## config.mk

```make
export PLATFORM = sky130hd
export DESIGN_NAME = leglite_fetch_ctrl
export DESIGN_NICKNAME = d
export VERILOG_FILES = /design/src/rtl/leglite_pkg.sv /design/src/rtl/leglite_pc_next.sv /design/src/rtl/leglite_fetch_ctrl.sv
export SDC_FILE = /design/constraint.sdc
export NUM_CORES = 1
export LEC_CHECK = 0
export CORE_MARGIN = 2
export CORE_UTILIZATION = 32
export CTS_CLUSTER_DIAMETER = 80
export DETAILED_ROUTE_END_ITERATION = 10
export PLACE_DENSITY = 0.6
export SETUP_SLACK_MARGIN = 0.02
export SLEW_MARGIN = 20
export SYNTH_ARGS = -nofsm -noshare
export SYNTH_HDL_FRONTEND = slang
export SYNTH_SLANG_ARGS = --single-unit
```

## constraint.sdc

```tcl
create_clock -name clock -period 2.6 [get_ports clock]
set_clock_uncertainty 0.05 [all_clocks]
set_input_delay 0.26 -clock clock [delete_from_list [all_inputs] [get_ports clock]]
set_output_delay 0.26 -clock clock [all_outputs]
set_load 0.005 [all_outputs]
```

## src/rtl/leglite_pkg.sv

```systemverilog
// rtl/leglite_pkg.sv - shared widths, constants and state encoding for the LEGLite fetch path
package leglite_pkg;

  localparam int WORD_W = 16;
  localparam logic [WORD_W-1:0] PC_STEP = 16'd2;

  typedef enum logic [1:0] {
    ST_RST   = 2'd0,
    ST_FETCH = 2'd1,
    ST_ISSUE = 2'd2
  } state_t;

  // Word offset to byte displacement; the top offset bit falls off the 16-bit result.
  function automatic logic [WORD_W-1:0] branch_disp(input logic [WORD_W-1:0] offset);
    return {offset[WORD_W-2:0], 1'b0};
  endfunction

endpackage

```

## src/rtl/leglite_pc_next.sv

```systemverilog
// rtl/leglite_pc_next.sv - combinational next-PC adder: sequential step or taken-branch target
module leglite_pc_next
  import leglite_pkg::*;
(
  input  logic [WORD_W-1:0] inst_pc,
  input  logic [WORD_W-1:0] signext,
  input  logic              take,
  output logic [WORD_W-1:0] target
);

  logic [WORD_W-1:0] step;

  always_comb begin
    step   = take ? branch_disp(signext) : PC_STEP;
    target = inst_pc + step;
  end

endmodule

```

## src/rtl/leglite_fetch_ctrl.sv

```systemverilog
// rtl/leglite_fetch_ctrl.sv - handshake-driven fetch/issue sequencer owning pc, instruction register and retire count
module leglite_fetch_ctrl
  import leglite_pkg::*;
#(
  parameter logic [15:0] PC_RESET = 16'h0000
) (
  input  logic        clock,
  input  logic        reset,
  output logic        imem_req,
  output logic [15:0] imem_addr,
  input  logic        imem_ack,
  input  logic [15:0] imem_rdata,
  output logic [15:0] inst,
  output logic [15:0] inst_pc,
  output logic        inst_valid,
  input  logic        exec_done,
  input  logic        branch,
  input  logic        alu_zero,
  input  logic [15:0] signext,
  output logic [15:0] pc,
  output logic [15:0] retired
);

  state_t      state;
  state_t      state_next;
  logic        accept;
  logic        complete;
  logic        take;
  logic [15:0] pc_target;

  always_ff @(posedge clock) begin
    if (reset) begin
      state <= ST_RST;
    end else begin
      state <= state_next;
    end
  end

  // accept/complete are the only qualified views of the handshakes; raw inputs
  // arriving in the wrong state never reach the datapath.
  always_comb begin
    state_next = state;
    accept     = 1'b0;
    complete   = 1'b0;
    case (state)
      ST_RST: begin
        state_next = ST_FETCH;
      end
      ST_FETCH: begin
        if (imem_ack) begin
          accept     = 1'b1;
          state_next = ST_ISSUE;
        end
      end
      ST_ISSUE: begin
        if (exec_done) begin
          complete   = 1'b1;
          state_next = ST_FETCH;
        end
      end
      default: begin
        state_next = ST_RST;
      end
    endcase
  end

  assign imem_req   = (state == ST_FETCH);
  assign inst_valid = (state == ST_ISSUE);
  assign imem_addr  = pc;
  assign take       = branch & alu_zero;

  leglite_pc_next u_pc_next (
    .inst_pc (inst_pc),
    .signext (signext),
    .take    (take),
    .target  (pc_target)
  );

  always_ff @(posedge clock) begin
    if (reset) begin
      pc      <= PC_RESET;
      inst    <= 16'h0000;
      inst_pc <= 16'h0000;
      retired <= 16'h0000;
    end else begin
      if (accept) begin
        inst    <= imem_rdata;
        inst_pc <= pc;
      end
      if (complete) begin
        pc      <= pc_target;
        retired <= retired + 16'd1;
      end
    end
  end

endmodule

```

---- Yosys cells after proc, flatten, opt, wreduce, memory -nomap -nowiden ----
Index checks and enable logic that the tools add are counted.
cells by class
  add/subtract/negate cells ............... 2
  multipliers ............................. 0
  div/mod/pow operators ................... 0
  order comparisons ....................... 0
  equality and inequality tests ........... 4
  shift-type cells ........................ 0
  multiplexer cells ....................... 8
  bitwise logic cells ..................... 1
  reductions and logical operators ........ 2
operators by type and width
  cell                                           number
  adder 16 x 1 -> 16 bit, second input constant  1
  adder 16 bit                                   1
  2-to-1 mux 16 bit                              1
  case mux 2 bit (3 select lines)                1
  2-to-1 mux 1 bit                               4
  2-to-1 mux 2 bit                               2
  != test 2 x 1 -> 1 bit, second input constant  2
  == test 2 x 1 -> 1 bit, second input constant  1
  == test 2 bit, second input constant           1
  zero test 2 bit                                1
  AND reduction 2 bit                            1
  bitwise AND 1 bit                              1
word-level totals
  register bits ........................... 66
  latch bits .............................. 0
  RAM bits ................................ 0
  memory bits (read-only) ................. 0
  input bits .............................. 38
  output and inout port bits .............. 82
  memories ................................ 0

---- Logic depth before layout (Yosys ltp) ----
  depth after elaboration ................. 3
  mapped depth ............................ 10
  gate-level depth less buffers ........... 9

---- By module ----
From an unflattened synthesis, not the netlist that was laid out.
unflattened totals
  cell total of the unflattened synthesis .. 426
  area, all modules ....................... 3363.2 um^2
modules (own cells, without submodules)
  module              instances  cells an instance  area each (um^2)  seq. area each (um^2)
  leglite_fetch_ctrl  1          324                2597.5            1321.3
  leglite_pc_next     1          102                765.7             0.0

---- Worst setup path before layout ----
OpenSTA, ideal clock, no wires.
  path type ............................... input to register
  start ................................... input branch
  end ..................................... register pc[13] (netlist: imem_addr[13])
  data arrival time ....................... 2118 ps
  path slack .............................. 315 ps
  stages .................................. 10
  buffers on the path ..................... 1
  cell sequence ........................... clkbuf_1 nand3b_1 ha_1 inv_1 fa_1 nand2b_1 a21oi_1 o221a_4 a2111o_1 a32o_1
between the ends
  cells in the longest elaborated chain, start to end .. 3
ends and longest elaborated chain
  item                  line                      source
  start, declared       leglite_fetch_ctrl.sv:17  input logic branch,
  bitwise AND 1 bit     leglite_fetch_ctrl.sv:70  assign take = branch & alu_zero;
  2-to-1 mux 16 bit     leglite_pc_next.sv:14     step = take ? branch_disp(signext) : PC_STEP;
  adder 16 bit          leglite_pc_next.sv:15     target = inst_pc + step;
  end signal, assigned  leglite_fetch_ctrl.sv:91  pc <= pc_target;
  end, declared         leglite_fetch_ctrl.sv:20  output logic [15:0] pc,
No other way between the ends.
A chain may end at the register's enable or synchronous reset.

---- Worst setup path in the final report ----
Same ends and word-level chain as after synthesis.

==> impl_metrics.env <==
export IMPL_fin_crit_sh=0.963
export IMPL_start_kind="primary input"
export IMPL_io_pins=120
export IMPL_place_congestion=0.861
export IMPL_clk_latency_ns=0.35
export IMPL_cts_buffer_depth=2
export IMPL_rows=37
export IMPL_dp_cells=693
export IMPL_grt_usage=0.185
export IMPL_overflow=0
export IMPL_antenna_found_initial=0
export IMPL_cp_end_kind="flip-flop"
export IMPL_syn2layout_area_growth_pct=49.6
export IMPL_drive_gt1_frac=0.120
export IMPL_ant_nets=0
export IMPL_hold_violations=0
export IMPL_status="completed"
export IMPL_design_die_area_mm2=0.0115
export IMPL_power_density_mw_per_mm2=436
export IMPL_worst_path_buf_inv=2
export IMPL_vias_per_cell=4.86
export IMPL_p_leak_nw=1.95
export IMPL_worstPathCellList="clkdlybuf4s50_1, nand3b_1, ha_1, inv_1, fa_1, nand2b_1, a21oi_2, o221a_4, a2111o_1, a32o_1"
export IMPL_dp_hpwl_mm=7.83
export IMPL_synth_edff_count=0
export IMPL_ys_seq_area_frac=0.386
export IMPL_h_tree_depth=3
export IMPL_cp_required_ns=2.79
export IMPL_fin_area_mm2=0.00512
export IMPL_crit_arrival_ns=2.70
export IMPL_synth_cell_type_count=51
export IMPL_final_max_slew_violation_count=0
export IMPL_synth_yosys_warnings=0
export IMPL_nets=622
export IMPL_syn_area_mm2=0.00342
export IMPL_n_fill_cell=1023
export IMPL_fin_crit_ns=2.50
export IMPL_rr_endpoint="imem_addr[9]$_SDFFE_PP0P_"
export IMPL_vdd_drop_max_uv=242
export IMPL_diodes=0
export IMPL_cts_made_buffers=9
export IMPL_multi_input_comb_area_mm2=0.00186
export IMPL_crit_cells=10
export IMPL_stdcell_count=709
export IMPL_ys_ff_latch=66
export IMPL_vias=3446
export IMPL_drc=0
export IMPL_clock_sinks=66
export IMPL_reg2regPathDepth=9
export IMPL_total_power_mw=2.24
export IMPL_drt_wl_total_mm=10.4
export IMPL_dpl_cell_area_mm2=0.00490
export IMPL_fmax_mhz=399
export IMPL_io_buffer_count=118
export IMPL_r2r_start="inst_pc[1]$_SDFFE_PP0P_"
export IMPL_slew_headroom=0.515
export IMPL_ys_async_sr_fraction=0
export IMPL_grt_pass1_vias=3480
export IMPL_register_area_mm2=0.00132
export IMPL_syn_inst=434
export IMPL_dr_pass1_iters=4
export IMPL_crit_end="imem_addr[13]$_SDFFE_PP0P_"
export IMPL_initial_core_util=0.330
export IMPL_crit_slowest_cell="clkdlybuf4s50_1"
export IMPL_die_w_um=107
export IMPL_hold_path_class="in2reg"
export IMPL_cts_tree="yes"
export IMPL_root_buffer="clkbuf_8"
export IMPL_die_y_um=107
export IMPL_crit_start="branch"
export IMPL_drtIter0Drc=120
export IMPL_grt_max_degree=34
export IMPL_setup_violations=0
export IMPL_slowest_delay_ns=0.66
export IMPL_wire_per_inst_um=14.7
export IMPL_worstMarginPinSlew_ns=0.728
export IMPL_crit_type="in2reg"
export IMPL_synth_flop_cell="dfxtp_1"
export IMPL_postSynthAreaPerCell_um2=7.89
export IMPL_core_area_mm2=0.0104
export IMPL_rrSetupSlack_ns=0.42
export IMPL_critPathTopFamily="compound AO/OA/AOI/OAI gates"
export IMPL_crit_fanout=7
export IMPL_grt_pass1_wl_mm=16.8
export IMPL_path_clk_slew_ns=0.07
export IMPL_rsz0062_at_grt="no"
export IMPL_synth_fp_nets=488
export IMPL_max_cap_viol_count=0
==> flip-flops by register name (all words and copies together), names as in the netlist <==
name	flops
imem_addr	16
inst_pc	16
retired	16
inst	16
state	2
==> worst register-to-register path, delay by kind of cell, from the launching register on <==
family / cells / cell delay [ns]
buf+inv: 2 / 0.20
compound gates: 4 / 0.68
fa+ha+maj: 2 / 0.58
flops: 1 / 0.37
simple gates: 1 / 0.19
==> worst min path at each step <==
stage | slack [ns] | startpoint | end | cells after the start
after detailed placement | 0.40 | inst[3]$_SDFFE_PP0P_ | inst[3]$_SDFFE_PP0P_ | 2
after CTS | 0.28 | reset | imem_addr[12]$_SDFFE_PP0P_ | 3
after floorplan | 0.35 | imem_rdata[0] | inst[0]$_SDFFE_PP0P_ | 2
after global routing | 0.32 | reset | imem_addr[12]$_SDFFE_PP0P_ | 3
final | 0.30 | reset | imem_addr[12]$_SDFFE_PP0P_ | 3
after global placement | 0.39 | inst[6]$_SDFFE_PP0P_ | inst[6]$_SDFFE_PP0P_ | 2
==> placed cells by master, fill, tap and decap left out, drive strengths merged, types with 3 or more instances in the layout <==
cell type / count
clkdlybuf4s50: 117
nand2: 87
dfxtp: 66
a21oi: 63
buf: 45
nor2: 24
o21ai: 18
and3: 16
ha: 15
nand3: 14
clkbuf: 14
inv: 10
xnor2: 8
nand3b: 7
nor3: 7
or3: 7
xor2: 5
o211ai: 4
a211o: 4
nand4: 4
nor2b: 3
a211oi: 3
a21o: 3
nand2b: 3
==> cell families after synthesis <==
family,after synthesis,share of synthesized area
DFF,66,0.386
xor gates and xnor gates,13,0.0332
AOI/OAI and AO/OA,107,0.185
buffers and inverters,49,0.0742
and+or+nand+nor,183,0.261
adders and majority gates,16,0.0607
==> metal layers <==
metal,routed length (um),vias up,part of all wire,track usage
met2,4760,80,0.46,0.294
met3,508,13,0.049,0.0442
li1,-,1756,-,-
met4,201,0,0.019,0.0733
met1,4930,1597,0.47,0.240
met5,0,-,0,0
==> cells in the mapped netlist, drive strengths merged, types with 2 or more instances <==
master / n / area share
a211o: 4 / 0.011
a211oi: 3 / 0.0066
a21boi: 2 / 0.0044
a21o: 3 / 0.0066
a21oi: 63 / 0.092
a32o: 2 / 0.0058
and3: 16 / 0.029
buf: 20 / 0.042
clkbuf: 19 / 0.021
dfxtp: 66 / 0.39
ha: 15 / 0.055
inv: 10 / 0.011
nand2: 87 / 0.095
nand2b: 3 / 0.0055
nand3: 14 / 0.022
nand3b: 7 / 0.015
nand4: 4 / 0.014
nor2: 24 / 0.026
nor2b: 3 / 0.0055
nor3: 7 / 0.010
nor4: 2 / 0.0055
o211ai: 4 / 0.0088
o21ai: 18 / 0.026
or2: 2 / 0.0037
or3: 7 / 0.013
xnor2: 8 / 0.020
xor2: 5 / 0.013
==> power breakdown <==
| group | total, mW | switching (mW) | internal (mW) |
|---|---|---|---|
| Sequential | 1.04 | 0.0128 | 1.03 |
| Combinational | 0.240 | 0.109 | 0.131 |
| Clock | 0.955 | 0.386 | 0.569 |
| Total | 2.24 | 0.508 | 1.73 |
==> metrics by stage <==
| stage | worst slack [ns] | util | setup TNS (ns) | hold slack [ns] |
|---|---|---|---|---|
| floorplan | 0.315 | - | 0 | 0.346 |
| global placement | -0.245 | 0.472 | -1.79 | 0.393 |
| detailed placement | -0.317 | 0.472 | -2.43 | 0.399 |
| CTS | 0.0602 | 0.493 | 0 | 0.281 |
| global route | 0.00432 | 0.494 | 0 | 0.321 |
| finish | 0.0958 | 0.494 | 0 | 0.297 |
==> layout make-up <==
cell class,count,area share
clock inverters,2,0.0117
multi-input cells,319,0.363
clock buffers,14,0.0298
repair buffers,162,0.297
inverters,10,0.00733
well taps,136,0.0332
flip-flops and latches,66,0.258
==> what timing repair did <==
action | in CTS | in global routing
hold buffers | 0 | 0
resized for setup | 0 | 4
setup endpoints to repair | 0 | 8
setup buffers | 0 | 0
(Power assumes the default switching activity.)
